===== src/rtl/car_alarm_pkg.sv =====
// Shared types and constants for the car-alarm siren controller.
// State codes are plain 2-bit constants; the enum mirrors them for the debug port.
package car_alarm_pkg;

    localparam logic [1:0] IDLE     = 2'd0;
    localparam logic [1:0] DEBOUNCE = 2'd1;
    localparam logic [1:0] SOUNDING = 2'd2;
    localparam logic [1:0] HOLDOFF  = 2'd3;

    typedef enum logic [1:0] {
        ALARM_IDLE     = 2'd0,
        ALARM_DEBOUNCE = 2'd1,
        ALARM_SOUNDING = 2'd2,
        ALARM_HOLDOFF  = 2'd3
    } alarmState_e;

    localparam int ALARM_COUNT_W = 8;
    localparam logic [ALARM_COUNT_W-1:0] ALARM_COUNT_MAX = 8'd255;

    localparam int DEF_DEBOUNCE_CYCLES  = 4;
    localparam int DEF_BEEP_ON_CYCLES   = 8;
    localparam int DEF_BEEP_OFF_CYCLES  = 8;
    localparam int DEF_MAX_ALARM_CYCLES = 256;
    localparam int DEF_HOLDOFF_CYCLES   = 32;

    function automatic logic [ALARM_COUNT_W-1:0] satInc(input logic [ALARM_COUNT_W-1:0] v);
        return (v == ALARM_COUNT_MAX) ? v : v + ALARM_COUNT_W'(1);
    endfunction

endpackage


===== src/rtl/car_alarm_beep_gen.sv =====
// Beep pattern generator: ON_CYCLES high, OFF_CYCLES low, repeating while enabled.
// The pattern restarts in the ON phase on every rising edge of enable.
module car_alarm_beep_gen #(
    parameter int ON_CYCLES  = 8,
    parameter int OFF_CYCLES = 8
) (
    input  logic Clk,
    input  logic Rst_n,
    input  logic enable,
    output logic beep
);

    localparam int PH_MAX = (ON_CYCLES > OFF_CYCLES) ? ON_CYCLES : OFF_CYCLES;
    localparam int PH_W   = $clog2(PH_MAX + 1);
    localparam logic [PH_W-1:0] ON_LAST  = PH_W'(ON_CYCLES);
    localparam logic [PH_W-1:0] OFF_LAST = PH_W'(OFF_CYCLES);

    logic            enableQ;
    logic [PH_W-1:0] phaseCnt;
    logic            phaseDone;

    // beep itself doubles as the phase flag: 1 = ON phase, 0 = OFF phase
    assign phaseDone = beep ? (phaseCnt == ON_LAST) : (phaseCnt == OFF_LAST);

    always_ff @(posedge Clk or negedge Rst_n) begin
        if (!Rst_n) begin
            enableQ  <= 1'b0;
            phaseCnt <= '0;
            beep     <= 1'b0;
        end else begin
            enableQ <= enable;
            if (!enable) begin
                beep     <= 1'b0;
                phaseCnt <= '0;
            end else if (!enableQ) begin
                beep     <= 1'b1;
                phaseCnt <= PH_W'(1);
            end else if (phaseDone) begin
                beep     <= ~beep;
                phaseCnt <= PH_W'(1);
            end else begin
                phaseCnt <= phaseCnt + PH_W'(1);
            end
        end
    end

endmodule


===== src/rtl/car_alarm_siren_ctrl.sv =====
// Car-alarm siren controller: debounce, beep-patterned sounding, timeout and re-trigger holdoff.
// Optional event counter on AlarmCount is enabled by defining ALARM_EVENT_COUNT_EN.
module car_alarm_siren_ctrl
    import car_alarm_pkg::*;
#(
    parameter int DEBOUNCE_CYCLES  = DEF_DEBOUNCE_CYCLES,
    parameter int BEEP_ON_CYCLES   = DEF_BEEP_ON_CYCLES,
    parameter int BEEP_OFF_CYCLES  = DEF_BEEP_OFF_CYCLES,
    parameter int MAX_ALARM_CYCLES = DEF_MAX_ALARM_CYCLES,
    parameter int HOLDOFF_CYCLES   = DEF_HOLDOFF_CYCLES
) (
    input  logic                     Clk,
    input  logic                     Rst_n,
    input  logic                     CarAlarmSignal,
    input  logic                     SilenceReq,
    output logic                     SirenOut,
    output logic                     HazardLights,
    output logic                     AlarmActive,
    output logic [ALARM_COUNT_W-1:0] AlarmCount,
    output alarmState_e              StateDbg
);

    localparam int DEB_W = $clog2(DEBOUNCE_CYCLES + 1);
    localparam int DUR_W = $clog2(MAX_ALARM_CYCLES + 1);
    localparam int HLD_W = $clog2(HOLDOFF_CYCLES + 1);

    localparam logic [DEB_W-1:0] DEB_LAST = DEB_W'(DEBOUNCE_CYCLES);
    localparam logic [DUR_W-1:0] DUR_LAST = DUR_W'(MAX_ALARM_CYCLES);
    localparam logic [HLD_W-1:0] HLD_LAST = HLD_W'(HOLDOFF_CYCLES);

    logic [1:0]       state, stateNext;
    logic [DEB_W-1:0] debCnt, debCntNext;
    logic [DUR_W-1:0] durCnt, durCntNext;
    logic [HLD_W-1:0] holdCnt, holdCntNext;
    logic             soundNext;

    // Both inputs are level-sampled on every rising edge; there is no handshake.
    always_comb begin
        stateNext   = state;
        debCntNext  = debCnt;
        durCntNext  = durCnt;
        holdCntNext = holdCnt;
        case (state)
            IDLE: begin
                if (CarAlarmSignal) begin
                    if (DEBOUNCE_CYCLES == 1) begin
                        stateNext  = SOUNDING;
                        debCntNext = '0;
                        durCntNext = DUR_W'(1);
                    end else begin
                        stateNext  = DEBOUNCE;
                        debCntNext = DEB_W'(1);
                    end
                end
            end
            DEBOUNCE: begin
                if (SilenceReq || !CarAlarmSignal) begin
                    stateNext  = IDLE;
                    debCntNext = '0;
                end else if (debCnt + DEB_W'(1) == DEB_LAST) begin
                    stateNext  = SOUNDING;
                    debCntNext = '0;
                    durCntNext = DUR_W'(1);
                end else begin
                    debCntNext = debCnt + DEB_W'(1);
                end
            end
            SOUNDING: begin
                // durCnt counts the current cycle, so DUR_LAST means the budget is used up
                if (SilenceReq || durCnt == DUR_LAST) begin
                    stateNext   = HOLDOFF;
                    durCntNext  = '0;
                    holdCntNext = HLD_W'(1);
                end else begin
                    durCntNext = durCnt + DUR_W'(1);
                end
            end
            HOLDOFF: begin
                if (holdCnt == HLD_LAST) begin
                    stateNext   = IDLE;
                    holdCntNext = '0;
                    debCntNext  = '0;
                end else begin
                    holdCntNext = holdCnt + HLD_W'(1);
                end
            end
            default: begin
                stateNext   = IDLE;
                debCntNext  = '0;
                durCntNext  = '0;
                holdCntNext = '0;
            end
        endcase
    end

    assign soundNext = (stateNext == SOUNDING);

    always_ff @(posedge Clk or negedge Rst_n) begin
        if (!Rst_n) begin
            state        <= IDLE;
            debCnt       <= '0;
            durCnt       <= '0;
            holdCnt      <= '0;
            HazardLights <= 1'b0;
            AlarmActive  <= 1'b0;
        end else begin
            state        <= stateNext;
            debCnt       <= debCntNext;
            durCnt       <= durCntNext;
            holdCnt      <= holdCntNext;
            HazardLights <= soundNext;
            AlarmActive  <= soundNext;
        end
    end

    car_alarm_beep_gen #(
        .ON_CYCLES (BEEP_ON_CYCLES),
        .OFF_CYCLES(BEEP_OFF_CYCLES)
    ) u_beep (
        .Clk   (Clk),
        .Rst_n (Rst_n),
        .enable(soundNext),
        .beep  (SirenOut)
    );

`ifdef ALARM_EVENT_COUNT_EN
    always_ff @(posedge Clk or negedge Rst_n) begin
        if (!Rst_n) begin
            AlarmCount <= '0;
        end else if (state != SOUNDING && soundNext) begin
            AlarmCount <= satInc(AlarmCount);
        end
    end
`else
    assign AlarmCount = '0;
`endif

    assign StateDbg = alarmState_e'(state);

endmodule


===== config.mk =====
export PLATFORM = sky130hd
export DESIGN_NAME = car_alarm_siren_ctrl
export DESIGN_NICKNAME = d
export VERILOG_FILES = /design/src/rtl/car_alarm_pkg.sv /design/src/rtl/car_alarm_beep_gen.sv /design/src/rtl/car_alarm_siren_ctrl.sv
export SDC_FILE = /design/constraint.sdc
export NUM_CORES = 1
export LEC_CHECK = 0
export CAP_MARGIN = 5
export CORE_UTILIZATION = 40
export DETAILED_ROUTE_END_ITERATION = 10
export MAX_ROUTING_LAYER = met4
export PLACE_DENSITY = 0.64
export SYNTH_ARGS = -nofsm -noshare
export SYNTH_HDL_FRONTEND = slang
export SYNTH_SLANG_ARGS = --single-unit

===== constraint.sdc =====
create_clock -name Clk -period 1.57 [get_ports Clk]
set_input_delay 0.314 -clock Clk [delete_from_list [all_inputs] [get_ports Clk]]
set_output_delay 0.314 -clock Clk [all_outputs]
set_load 0.01 [all_outputs]

==> out/qor.yml <==
layout_setup_ws_ns: -0.0801
grt_max_degree: 27
gp_congestion: 0.814
timing.rr.start: "durCnt[1]$_DFFE_PN0P_"
design_area_um2: 2110
io_pins: 17
drv_slew: 0
power_leakage_nw: 1.02
hold_viol_final: 0
diodes: 0
fin_setup_tns_ns: -0.314
critical_path_arrival_ns: 1.81
drc: 0
r2r_cells: 7
vias: 1375
r2r-end: "durCnt[8]$_DFFE_PN0P_"
post-route-period-util: 1.05
first_iter_violations: 52
synth_cell_types: 42
wl_per_cell_um: 14.0
post-route-min-period_ns: 1.65
r2r_slack_ns: -0.08
finish.utilization: 0.573
crit_path_end_kind: "register"
area_delta_synth_final_pct: 36.1
grt_antenna_before_repair: 0
cts_sinks: 26
die-area_um2: 4140
firstDrtPassIters: 4
start_util: 0.421
pre_cts_ws_ns: -0.306
die_w_um: 64.3
place_inst: 238
startpoint_type: "register"
cap_violations: 0
yosys_warnings: 0
clkTransAtPathRegs_ns: 0.09
first_global_vias: 1404
synth_cells: 161
worstSetupStartpoint: "durCnt[1]$_DFFE_PN0P_"
grt_util_all_layers: 0.187
dpl_cell_area_um2: 1830
ys_ff_latch: 26
crit_path_max_fanout: 7
clock_path_buffers: 2
vias_per_cell: 5.37
stdcell_count: 256
nNetsFinal: 221
core_um2: 3690
die_h_um: 64.3
clkLatencyLatePin_ns: 0.27
fill_cells: 308
worstPathRequired_ns: 1.73
hold_path_class: "in2async"
drive_above_1_share: 0.332
failed_checks: "setup timing"
totalWireLength_um: 3580
peakVddDrop_mv: 0.818
cts_tree: "yes"
grt_pass1_wl_um: 5930
worst_clock_skew_ns: 0.00431
clockRootBuffer: "clkbuf_8"
p_per_area_nw_per_um2: 1280
row_count: 22
crit_type: "reg2reg"
postCtsHoldBufs: 0
rsz0062_at_grt: "yes"
setup_viol: 6
status: "finished, violations left"
whs_ns: 0.420
syn_area_um2: 1550
portBuffers: 8
h-tree-depth: 1
design_power_total_mw: 2.70
yosysSeqAreaShare: 0.419
ant_nets: 0
timing.fmax_mhz: 606
avgSynthCellArea_um2: 9.65
cts_buffers: 3
dp_hpwl_um: 2430
grt_overflow: 0
## cell usage in the layout (no fill, tap or decap), drive strengths merged, types with 2 or more instances in the layout
| master | count |
|---|---|
| and4bb | 2 |
| and3 | 3 |
| xor2 | 3 |
| or3 | 4 |
| clkdlybuf4s50 | 6 |
| dfrtp | 26 |
| xnor2 | 2 |
| buf | 40 |
| a21oi | 13 |
| conb | 8 |
| nor2 | 7 |
| a21o | 7 |
| nand2b | 3 |
| ha | 8 |
| inv | 11 |
| nand3 | 6 |
| nor2b | 2 |
| a22o | 5 |
| nand4 | 2 |
| a221o | 3 |
| nand2 | 14 |
| nor3b | 3 |
| clkbuf | 4 |
| o21ai | 8 |
| nor4 | 2 |
## critical path, cell delays in order, from the launching register on
cell and delay, ns:
dfrtp_1 0.41, inv_2 0.08, ha_4 0.12, and4bb_2 0.29
buf_6 0.13, a21bo_4 0.19, nor2_1 0.07, a221o_1 0.26
## cell families after synthesis
logic type / Yosys count / synth area share
AOI/OAI and AO/OA: 46 / 0.209
buffers and inverters: 23 / 0.0829
DFF: 26 / 0.419
xor gates and xnor gates: 5 / 0.0282
other: 1 / 0.00241
adders and majority gates: 8 / 0.0644
and+or+nand+nor: 52 / 0.194
## routing by layer
layer | share of wire | wire [um] | vias to the layer above | GRT usage
met5 | 0 | 0 | - | -
met2 | 0.52 | 1850 | 40 | 0.317
met1 | 0.43 | 1550 | 679 | 0.218
li1 | - | - | 650 | -
met3 | 0.034 | 123 | 6 | 0.0250
met4 | 0.016 | 58 | 0 | 0.0861
## synthesized netlist by cell type, drive strengths merged
cell type / count / area [um2]
dfrtp: 26 / 651
nand2: 14 / 52.6
a21oi: 13 / 68.8
buf: 11 / 83.8
inv: 11 / 41.3
ha: 8 / 100
o21ai: 8 / 40.0
a21o: 7 / 52.6
nor2: 7 / 26.3
nand3: 6 / 30.0
a22o: 5 / 43.8
or3: 4 / 25.0
a221o: 3 / 30.0
and3: 3 / 18.8
nand2b: 3 / 18.8
nor3b: 3 / 22.5
xor2: 3 / 26.3
and4bb: 2 / 25.0
nand4: 2 / 12.5
nor2b: 2 / 12.5
nor4: 2 / 27.5
xnor2: 2 / 17.5
a211oi: 1 / 7.51
a21bo: 1 / 10.0
a21boi: 1 / 11.3
a22oi: 1 / 7.51
a31oi: 1 / 12.5
a32oi: 1 / 8.76
a41o: 1 / 10.0
and2: 1 / 6.26
clkbuf: 1 / 3.75
conb: 1 / 3.75
nand3b: 1 / 7.51
nand4bb: 1 / 11.3
nor3: 1 / 5.00
o21a: 1 / 7.51
o22a: 1 / 8.76
o22ai: 1 / 6.26
## worst max path at each step
stage | endpoint | cells past startpoint
finish | durCnt[8]$_DFFE_PN0P_ | 7
floorplan | holdCnt[5]$_DFFE_PN0P_ | 6
global route | durCnt[8]$_DFFE_PN0P_ | 7
CTS | holdCnt[5]$_DFFE_PN0P_ | 6
global placement | durCnt[3]$_DFFE_PN0P_ | 4
detailed placement | durCnt[8]$_DFFE_PN0P_ | 4
## cell type report
| cell class | instances | area (um2) | share of cell area |
|---|---|---|---|
| tap | 48 | 60.1 | 0.0284 |
| sequential | 26 | 652 | 0.308 |
| timing repair buffer | 48 | 397 | 0.188 |
| inverter | 11 | 41.3 | 0.0195 |
| clock buffer | 4 | 55.1 | 0.0260 |
| multi-input combinational | 119 | 910 | 0.430 |
## where the power goes
| group | internal [mW] | leakage (nW) | switching, mW |
|---|---|---|---|
| logic | 0.693 | 0.649 | 0.617 |
| registers | 0.822 | 0.343 | 0.135 |
| clock network | 0.224 | 0.0288 | 0.214 |
## sequential cells by signal, summed over array words and instances, names as in the netlist
register         cells
StateDbg             2
debCnt               3
durCnt               9
holdCnt              6
u_beep.beep          1
u_beep.enableQ       1
u_beep.phaseCnt      4
## timing repair
action / CTS / global route
setup buffers: 8 / 6
gates resized for setup: 10 / 19
setup endpoints to repair: 12 / 27
pin swaps: 9 / 9
Power figures use the tool's default switching activity.
